## config.mk

```make
export PLATFORM = sky130hd
export DESIGN_NAME = rand_vec_gen
export DESIGN_NICKNAME = d
export VERILOG_FILES = /design/src/rtl/rand_vec_pkg.sv /design/src/rtl/lfsr_core.sv /design/src/rtl/rand_vec_gen.sv
export SDC_FILE = /design/constraint.sdc
export NUM_CORES = 1
export LEC_CHECK = 0
export CAP_MARGIN = 20
export CORE_MARGIN = 1
export CORE_UTILIZATION = 39
export CTS_CLUSTER_DIAMETER = 30
export DETAILED_ROUTE_END_ITERATION = 16
export GPL_ROUTABILITY_DRIVEN = 0
export PLACE_DENSITY_LB_ADDON = 0.2
export SLEW_MARGIN = 5
export SYNTH_ARGS = -nofsm -noshare
export SYNTH_HDL_FRONTEND = slang
export SYNTH_HIERARCHICAL = 1
export SYNTH_SLANG_ARGS = --single-unit
```

## constraint.sdc

```tcl
create_clock -name clk -period 2.65 [get_ports clk]
set_input_delay 0.3975 -clock clk [delete_from_list [all_inputs] [get_ports clk]]
set_output_delay 0.3975 -clock clk [all_outputs]
set_load 0.01 [all_outputs]
```

## src/rtl/rand_vec_pkg.sv

```systemverilog
// Shared definitions for the LFSR stimulus source: FSM states and the
// maximal-length feedback masks for the supported ISCAS85 input widths.
package rand_vec_pkg;

    typedef enum logic [1:0] {
        IDLE,
        RUN,
        DONE
    } state_t;

    localparam int unsigned C432_VEC_WIDTH = 36;
    localparam int unsigned C499_VEC_WIDTH = 41;
    localparam int unsigned C880_VEC_WIDTH = 60;

    // Fibonacci masks: x^36+x^25+1, x^41+x^38+1, x^60+x^59+1
    localparam logic [C432_VEC_WIDTH-1:0] TAPS_C432 = 36'h801000000;
    localparam logic [C499_VEC_WIDTH-1:0] TAPS_C499 = 41'h12000000000;
    localparam logic [C880_VEC_WIDTH-1:0] TAPS_C880 = 60'hC00000000000000;

    localparam logic [C432_VEC_WIDTH-1:0] DEFAULT_SEED = 36'h000000001;

endpackage

```

## src/rtl/lfsr_core.sv

```systemverilog
// Fibonacci LFSR register with seed load and advance enable; a zero seed is
// replaced by DEFAULT_SEED so the register can never lock up at all-zero.
module lfsr_core #(
    parameter int unsigned           WIDTH        = 36,
    parameter logic [WIDTH-1:0]      TAPS         = 36'h801000000,
    parameter logic [WIDTH-1:0]      DEFAULT_SEED = 36'h000000001
) (
    input  logic             clk,
    input  logic             rst,
    input  logic             load,
    input  logic [WIDTH-1:0] seed,
    input  logic             advance,
    output logic [WIDTH-1:0] value
);

    logic [WIDTH-1:0] lfsr;

    always_ff @(posedge clk) begin
        if (rst) begin
            lfsr <= DEFAULT_SEED;
        end else if (load) begin
            lfsr <= (seed == '0) ? DEFAULT_SEED : seed;
        end else if (advance) begin
            lfsr <= {lfsr[WIDTH-2:0], ^(lfsr & TAPS)};
        end
    end

    assign value = lfsr;

endmodule

```

## src/rtl/rand_vec_gen.sv

```systemverilog
// Pseudo-random vector source: emits num_vec LFSR vectors over a valid/ready
// handshake, then pulses done for one cycle. LFSR state persists across runs.
module rand_vec_gen
    import rand_vec_pkg::*;
#(
    parameter int unsigned               VEC_WIDTH    = C432_VEC_WIDTH,
    parameter logic [VEC_WIDTH-1:0]      TAPS         = TAPS_C432,
    parameter int unsigned               CNT_WIDTH    = 20,
    parameter logic [VEC_WIDTH-1:0]      DEFAULT_SEED = rand_vec_pkg::DEFAULT_SEED
) (
    input  logic                 clk,
    input  logic                 rst,
    input  logic [VEC_WIDTH-1:0] seed,
    input  logic                 seed_load,
    input  logic [CNT_WIDTH-1:0] num_vec,
    input  logic                 start,
    output logic [VEC_WIDTH-1:0] vec_out,
    output logic                 vec_valid,
    input  logic                 vec_ready,
    output logic [CNT_WIDTH-1:0] vec_idx,
    output logic                 busy,
    output logic                 done
);

    state_t               state;
    state_t               state_nx;
    logic [CNT_WIDTH-1:0] count;
    logic [CNT_WIDTH-1:0] idx;
    logic                 xfer;
    logic                 last;

    assign xfer = (state == RUN) && vec_ready;
    assign last = (idx == count - CNT_WIDTH'(1));

    lfsr_core #(
        .WIDTH        (VEC_WIDTH),
        .TAPS         (TAPS),
        .DEFAULT_SEED (DEFAULT_SEED)
    ) u_lfsr (
        .clk     (clk),
        .rst     (rst),
        .load    ((state == IDLE) && seed_load),
        .seed    (seed),
        .advance (xfer),
        .value   (vec_out)
    );

    always_ff @(posedge clk) begin
        if (rst) begin
            state <= IDLE;
        end else begin
            state <= state_nx;
        end
    end

    always_comb begin
        state_nx = state;
        case (state)
            IDLE: begin
                if (start) begin
                    state_nx = (num_vec == '0) ? DONE : RUN;
                end
            end
            RUN: begin
                if (xfer && last) begin
                    state_nx = DONE;
                end
            end
            DONE:    state_nx = IDLE;
            default: state_nx = IDLE;
        endcase
    end

    // The final transfer leaves idx on the last emitted index.
    always_ff @(posedge clk) begin
        if (rst) begin
            count <= '0;
            idx   <= '0;
        end else if ((state == IDLE) && start && (num_vec != '0)) begin
            count <= num_vec;
            idx   <= '0;
        end else if (xfer && !last) begin
            idx <= idx + CNT_WIDTH'(1);
        end
    end

    assign vec_valid = (state == RUN);
    assign busy      = (state == RUN);
    assign done      = (state == DONE);
    assign vec_idx   = idx;

endmodule

```

=== Word level (Yosys, flattened, before mapping) ===
Cells that the tools add are included.

* Bits in registers: 78
* Word-level logic and storage cells: 33

* Add/sub/neg operators: 2
* Equal/unequal tests: 5
* Mux-type cells: 7
* Reductions and logical operators: 15

{| class="wikitable"
|+ Operators with widths
! kind !! count
|-
| 36-bit two-way mux || 3
|-
| 36-bit logical NOT || 1
|-
| 36-bit parity || 1
|-
| 20-bit by 1-bit adder with 20-bit output (second input constant) || 1
|-
| 20-bit == test || 1
|-
| 20-bit logical NOT || 1
|-
| 20-bit nonzero test || 1
|-
| 20-bit by 1-bit subtractor with 20-bit output (second input constant) || 1
|-
| 1-bit logical AND || 6
|-
| 2-bit two-way mux || 3
|-
| 2-bit case mux with 2 select lines || 1
|-
| 2-bit by 1-bit == test with 1-bit output (second input constant) || 1
|-
| 2-bit == test (second input constant) || 1
|-
| 2-bit logical NOT || 1
|-
| 2-bit by 1-bit != test with 1-bit output (second input constant) || 1
|-
| 2-bit != test (second input constant) || 1
|-
| 2-bit AND reduction || 1
|-
| 2-bit nonzero test || 1
|-
| 2-bit OR reduction || 1
|-
| 1-bit logical NOT || 1
|}

=== Depth between registers and ports, before layout ===
* Depth in word-level cells: 5
* Gate-level depth with buffers: 14
* Gate-level depth less buffers: 10

=== Modules after synthesis ===
The synthesis kept the hierarchy.

{| class="wikitable"
|+ Modules (own cells, without submodules)
! module !! instances !! cells each !! area each (sq um) !! seq. area each (sq um)
|-
| rand_vec_gen || 1 || 337 || 2,786.4 || 840.8
|-
| lfsr_core || 1 || 211 || 1,710.4 || 720.7
|}

=== Worst setup path after synthesis ===
Ideal clock, no wire load.

* Path kind: register to register
* Start point: register count[0]
* End point: register idx[1], in the netlist vec_idx[1]
* Setup time: 0.128 ns
* Arrival: 2.714 ns
* Slack: -0.191 ns
* Cell stages (with the launch flop): 15
* Path through: dfxtp_1 -> buf_4 -> inv_1 -> ha_1 -> or3b_1 -> clkbuf_1 -> and2_1 -> o32ai_1 -> o2111a_1 -> o2111ai_2 -> o31ai_4 -> buf_6 -> buf_6 -> mux2i_1 -> nor2_1

* Word-level cells in the longest chain between the ends: 4

{| class="wikitable"
|+ Ends and longest elaborated chain
! item !! RTL line !! text
|-
| start, declared || rand_vec_gen.sv:27 || <nowiki>logic [CNT_WIDTH-1:0] count;</nowiki>
|-
| start signal, assigned || rand_vec_gen.sv:80 || <nowiki>count <= num_vec;</nowiki>
|-
| 20-bit by 1-bit subtractor with 20-bit output || rand_vec_gen.sv:33 || <nowiki>assign last = (idx == count - CNT_WIDTH'(1));</nowiki>
|-
| 20-bit == test || rand_vec_gen.sv:33 ||
|-
| 1-bit logical NOT || rand_vec_gen.sv:82 || <nowiki>end else if (xfer && !last) begin</nowiki>
|-
| 1-bit logical AND || rand_vec_gen.sv:82 ||
|-
| end signal, assigned || rand_vec_gen.sv:83 || <nowiki>idx <= idx + CNT_WIDTH'(1);</nowiki>
|-
| end, declared || rand_vec_gen.sv:28 || <nowiki>logic [CNT_WIDTH-1:0] idx;</nowiki>
|}

No other way between the ends.
A chain may end at the register's enable or synchronous reset.

=== Worst setup path after layout ===
* Start point: register count[7]
* End point: register idx[9], in the netlist vec_idx[9]

Same word-level chain as after synthesis.

==> summary.txt <==
Status
  – Status: finished with violations
  – Failing checks: setup timing

Pwr
  – Comb pwr share: around a quarter
  – NetSw: roughly 960 uW
  – Leakage: about 2.3 nW
  – Switching power as a share of total power: 29.4%
  – VDD IR-drop max: about 0.46 mV
  – Pint: about 2.3 mW
  – Pwr dens: between 500 and 600 nW/um2
  – Design Power: 3.27 mW
  – Flop pwr share: 39.5%
  – Clk pwr share: a little over a third

Finish
  – Number of fill cells: 997
  – Antenna cells: 0
  – Footprint of the multi-input gates: roughly 2800 um2
  – Most frequent cells in the layout: clkdlybuf4s50_1 (118), nor2_1 (108), dfxtp_1 (73)
  – Register area: 1570 um2
  – NumNets Final: 742
  – Final std cells w/o fill: about 800
  – Commonest non-fill, non-tap cell in the layout: clkdlybuf4s50_1
  – Layout cells sized above 1: about 14%
  – Synth-to-layout area growth: 42.6%

Timing
  – Achievable frequency: 0.362 GHz
  – RSZ-0062 raised after global routing: true
  – Slew Limit Fails: 0
  – Fin crit share: 104%
  – Worst Tran Pin Value: roughly 0.64 ns
  – Fin worst setup slack: -0.115 ns
  – Clock Skew: ~0.0063 ns
  – Fin. Hold Viols: 0
  – Final setup fails: 20
  – Final min period: ~2.8 ns
  – WHS: 0.511 ns
  – Rel. slew slack: between 50% and 60%

Die
  – Chip height: 109 um
  – Die footprint: between 10000 and 15000 um2
  – Io pins: 120
  – Rows: 38
  – DIE WIDTH: 109 um
  – Initial Utilization: ~41%
  – Core region area: around 11000 um2

Clock tree
  – CTS H-tree depth: 3
  – CTS tree: built
  – CTS root buffer: clkbuf_16
  – Num CTS Buffers: 9
  – Worst skew pair latency: between 0.3 and 0.4 ns
  – Worst-path clk slew: approximately 0.060 ns
  – Quantity of hold-fixing buffers added after cts: 0
  – CTS max path bufs: 2
  – Clock sink total: 78

Synth
  – Share of synthesized registers carrying an async set or reset: 0%
  – Synth warnings: 6
  – Synth cell types: 54
  – Post-synthesis instance area: 4500 um2
  – Sequential cell area fraction in the yosys report: a little over a third
  – Mapped Cells: 548
  – Post-synth EDFFs: 0
  – Synthesis-stage register bit count: 78
  – Ys flop type: dfxtp_1
  – Syn Nets: between 600 and 700
  – Synthesized area per cell: 8.21 um2

Place
  – Dpl hpwl: 9780 um
  – Port bufs: approximately 120
  – Dpl cells: roughly 810

Detailed routing
  – Routed len/inst: between 15 and 20 um
  – Vias: approximately 4500
  – Remaining antenna violation count: 0
  – # DRC: 0
  – Avg Vias per Cell: ~5.5
  – Initial DRT Pass Iterations: 7
  – Routed wire length: approximately 13000 um
  – DRT iter0 DRCs: ~370

Worst setup path
  – Crit path capture type: flip-flop
  – Worst EP arrival: ~3.0 ns
  – Critical path type: reg -> reg
  – Critical Path RT: 2.91 ns
  – Max FO, Critical Path: 38
  – Crit path launch type: flip-flop

Global routing
  – First-pass GRT wire length: 20600 um
  – Global Route Usage Sum: between 20% and 30%
  – Largest net degree at the start of global routing: 73
  – Grt ovf: 0
  – Vias in the first global route: just over 4000
  – Initial antenna violation count: 0

Worst hold path
  – Worst Hold Class: reg -> reg

Job
  – Max cap viols: 0
## logic make-up after synthesis
kind of cell / count (synthesis) / share of synthesized area (%)
DFF: 78 / 34.7
xor gates and xnor gates: 25 / 5.18
muxes: 59 / 13.1
buffers and inverters: 51 / 5.43
and+or+nand+nor: 223 / 25.7
adders and majority gates: 2 / 0.556
AOI/OAI and AO/OA: 110 / 15.3
## critical path: stages, from the launching register on
cell       delay, ns
dfxtp_2         0.36
nor4_4          0.32
o2111ai_2       0.19
o41a_1          0.41
a311o_1         0.34
o2111ai_2       0.13
o31ai_4         0.10
buf_12          0.18
or4_1           0.50
a21oi_1         0.15
## metrics by stage
stage	area, um2	setup TNS, ns	worst slack [ns]	util (%)
finish	6410	-1.53	-0.115	58.1
floorplan	4540	-0.706	-0.0886	-
CTS	6350	-1.03	-0.0769	57.6
global placement	6030	-1.27	-0.0948	54.7
detailed placement	6030	-2.44	-0.143	54.7
global route	6410	-3.89	-0.234	58.1
## final cells by class
cell class / instances / area share (%)
Sequential cell: 78 / 24.4
Clock buffer: 9 / 3.51
Inverter: 8 / 0.468
Timing Repair Buffer: 163 / 24.6
Tap cell: 140 / 2.73
Clock inverter: 7 / 0.897
Multi-Input combinational cell: 419 / 43.3
## what timing repair did
action,4_1_cts,5_1_grt
pin swaps,1,3
gates cloned,0,0
endpoints found under the setup margin,22,22
setup buffers,0,3
gates resized for setup,9,7
## power groups by stage
| stage | Sequential (mW) | Clock [mW] | Combinational [mW] |
|---|---|---|---|
| 2_1_floorplan | 1.32 | 0 | 0.428 |
| 3_3_place_gp | 1.31 | 0 | 0.759 |
| 3_5_place_dp | 1.32 | 0 | 0.767 |
| 4_1_cts | 1.29 | 1.19 | 0.788 |
| 5_1_grt | 1.30 | 1.25 | 0.885 |
| 6_report | 1.29 | 1.16 | 0.819 |
## cells in the mapped netlist, types with 3 or more instances
| cell type | instances | share of area, % |
|---|---|---|
| a21oi_1 | 59 | 6.6 |
| a31oi_1 | 5 | 0.70 |
| and2_1 | 3 | 0.42 |
| and3_1 | 3 | 0.42 |
| buf_1 | 7 | 0.58 |
| buf_2 | 3 | 0.33 |
| buf_4 | 7 | 1.2 |
| buf_6 | 3 | 0.75 |
| clkbuf_1 | 23 | 1.9 |
| dfxtp_1 | 78 | 35 |
| inv_1 | 8 | 0.67 |
| mux2i_1 | 59 | 13 |
| nand2_1 | 18 | 1.5 |
| nand3_1 | 13 | 1.4 |
| nand4_1 | 10 | 1.4 |
| nor2_1 | 108 | 9.0 |
| nor2b_1 | 4 | 0.56 |
| nor3_1 | 5 | 0.56 |
| nor3b_1 | 4 | 0.67 |
| nor4_1 | 15 | 2.1 |
| nor4_4 | 3 | 1.4 |
| o211ai_1 | 3 | 0.50 |
| o21ai_0 | 8 | 0.89 |
| o21ai_1 | 3 | 0.33 |
| o21bai_1 | 3 | 0.50 |
| o31ai_1 | 12 | 2.0 |
| or3_1 | 11 | 1.5 |
| or4_1 | 16 | 2.7 |
| xnor2_1 | 18 | 3.5 |
| xor2_1 | 6 | 1.2 |
## sequential cells by signal (all words and copies together), names as in the netlist
name	cells
count	20
state	2
u_lfsr/value	36
vec_idx	20
## routing by layer
layer  vias to the layer above  track usage, %  routed length [um]
met4                         0            5.43                 125
met1                      2131            30.6                6200
met3                        10            5.45                 895
li1                       2243               -                   -
met2                       160            35.1                6150
met5                         -               0                   0
## path summary, 6_finish.rpt
kind / start / end / slack [ns] / cells after the start
setup / recovery: count[7] / vec_idx[9] / -0.12 / 9
hold / removal: state[1] / state[1] / 0.51 / 1
setup reg to reg: count[7] / vec_idx[9] / -0.12 / 9
hold reg to reg: state[1] / state[1] / 0.51 / 1
(Power assumes the default switching activity.)
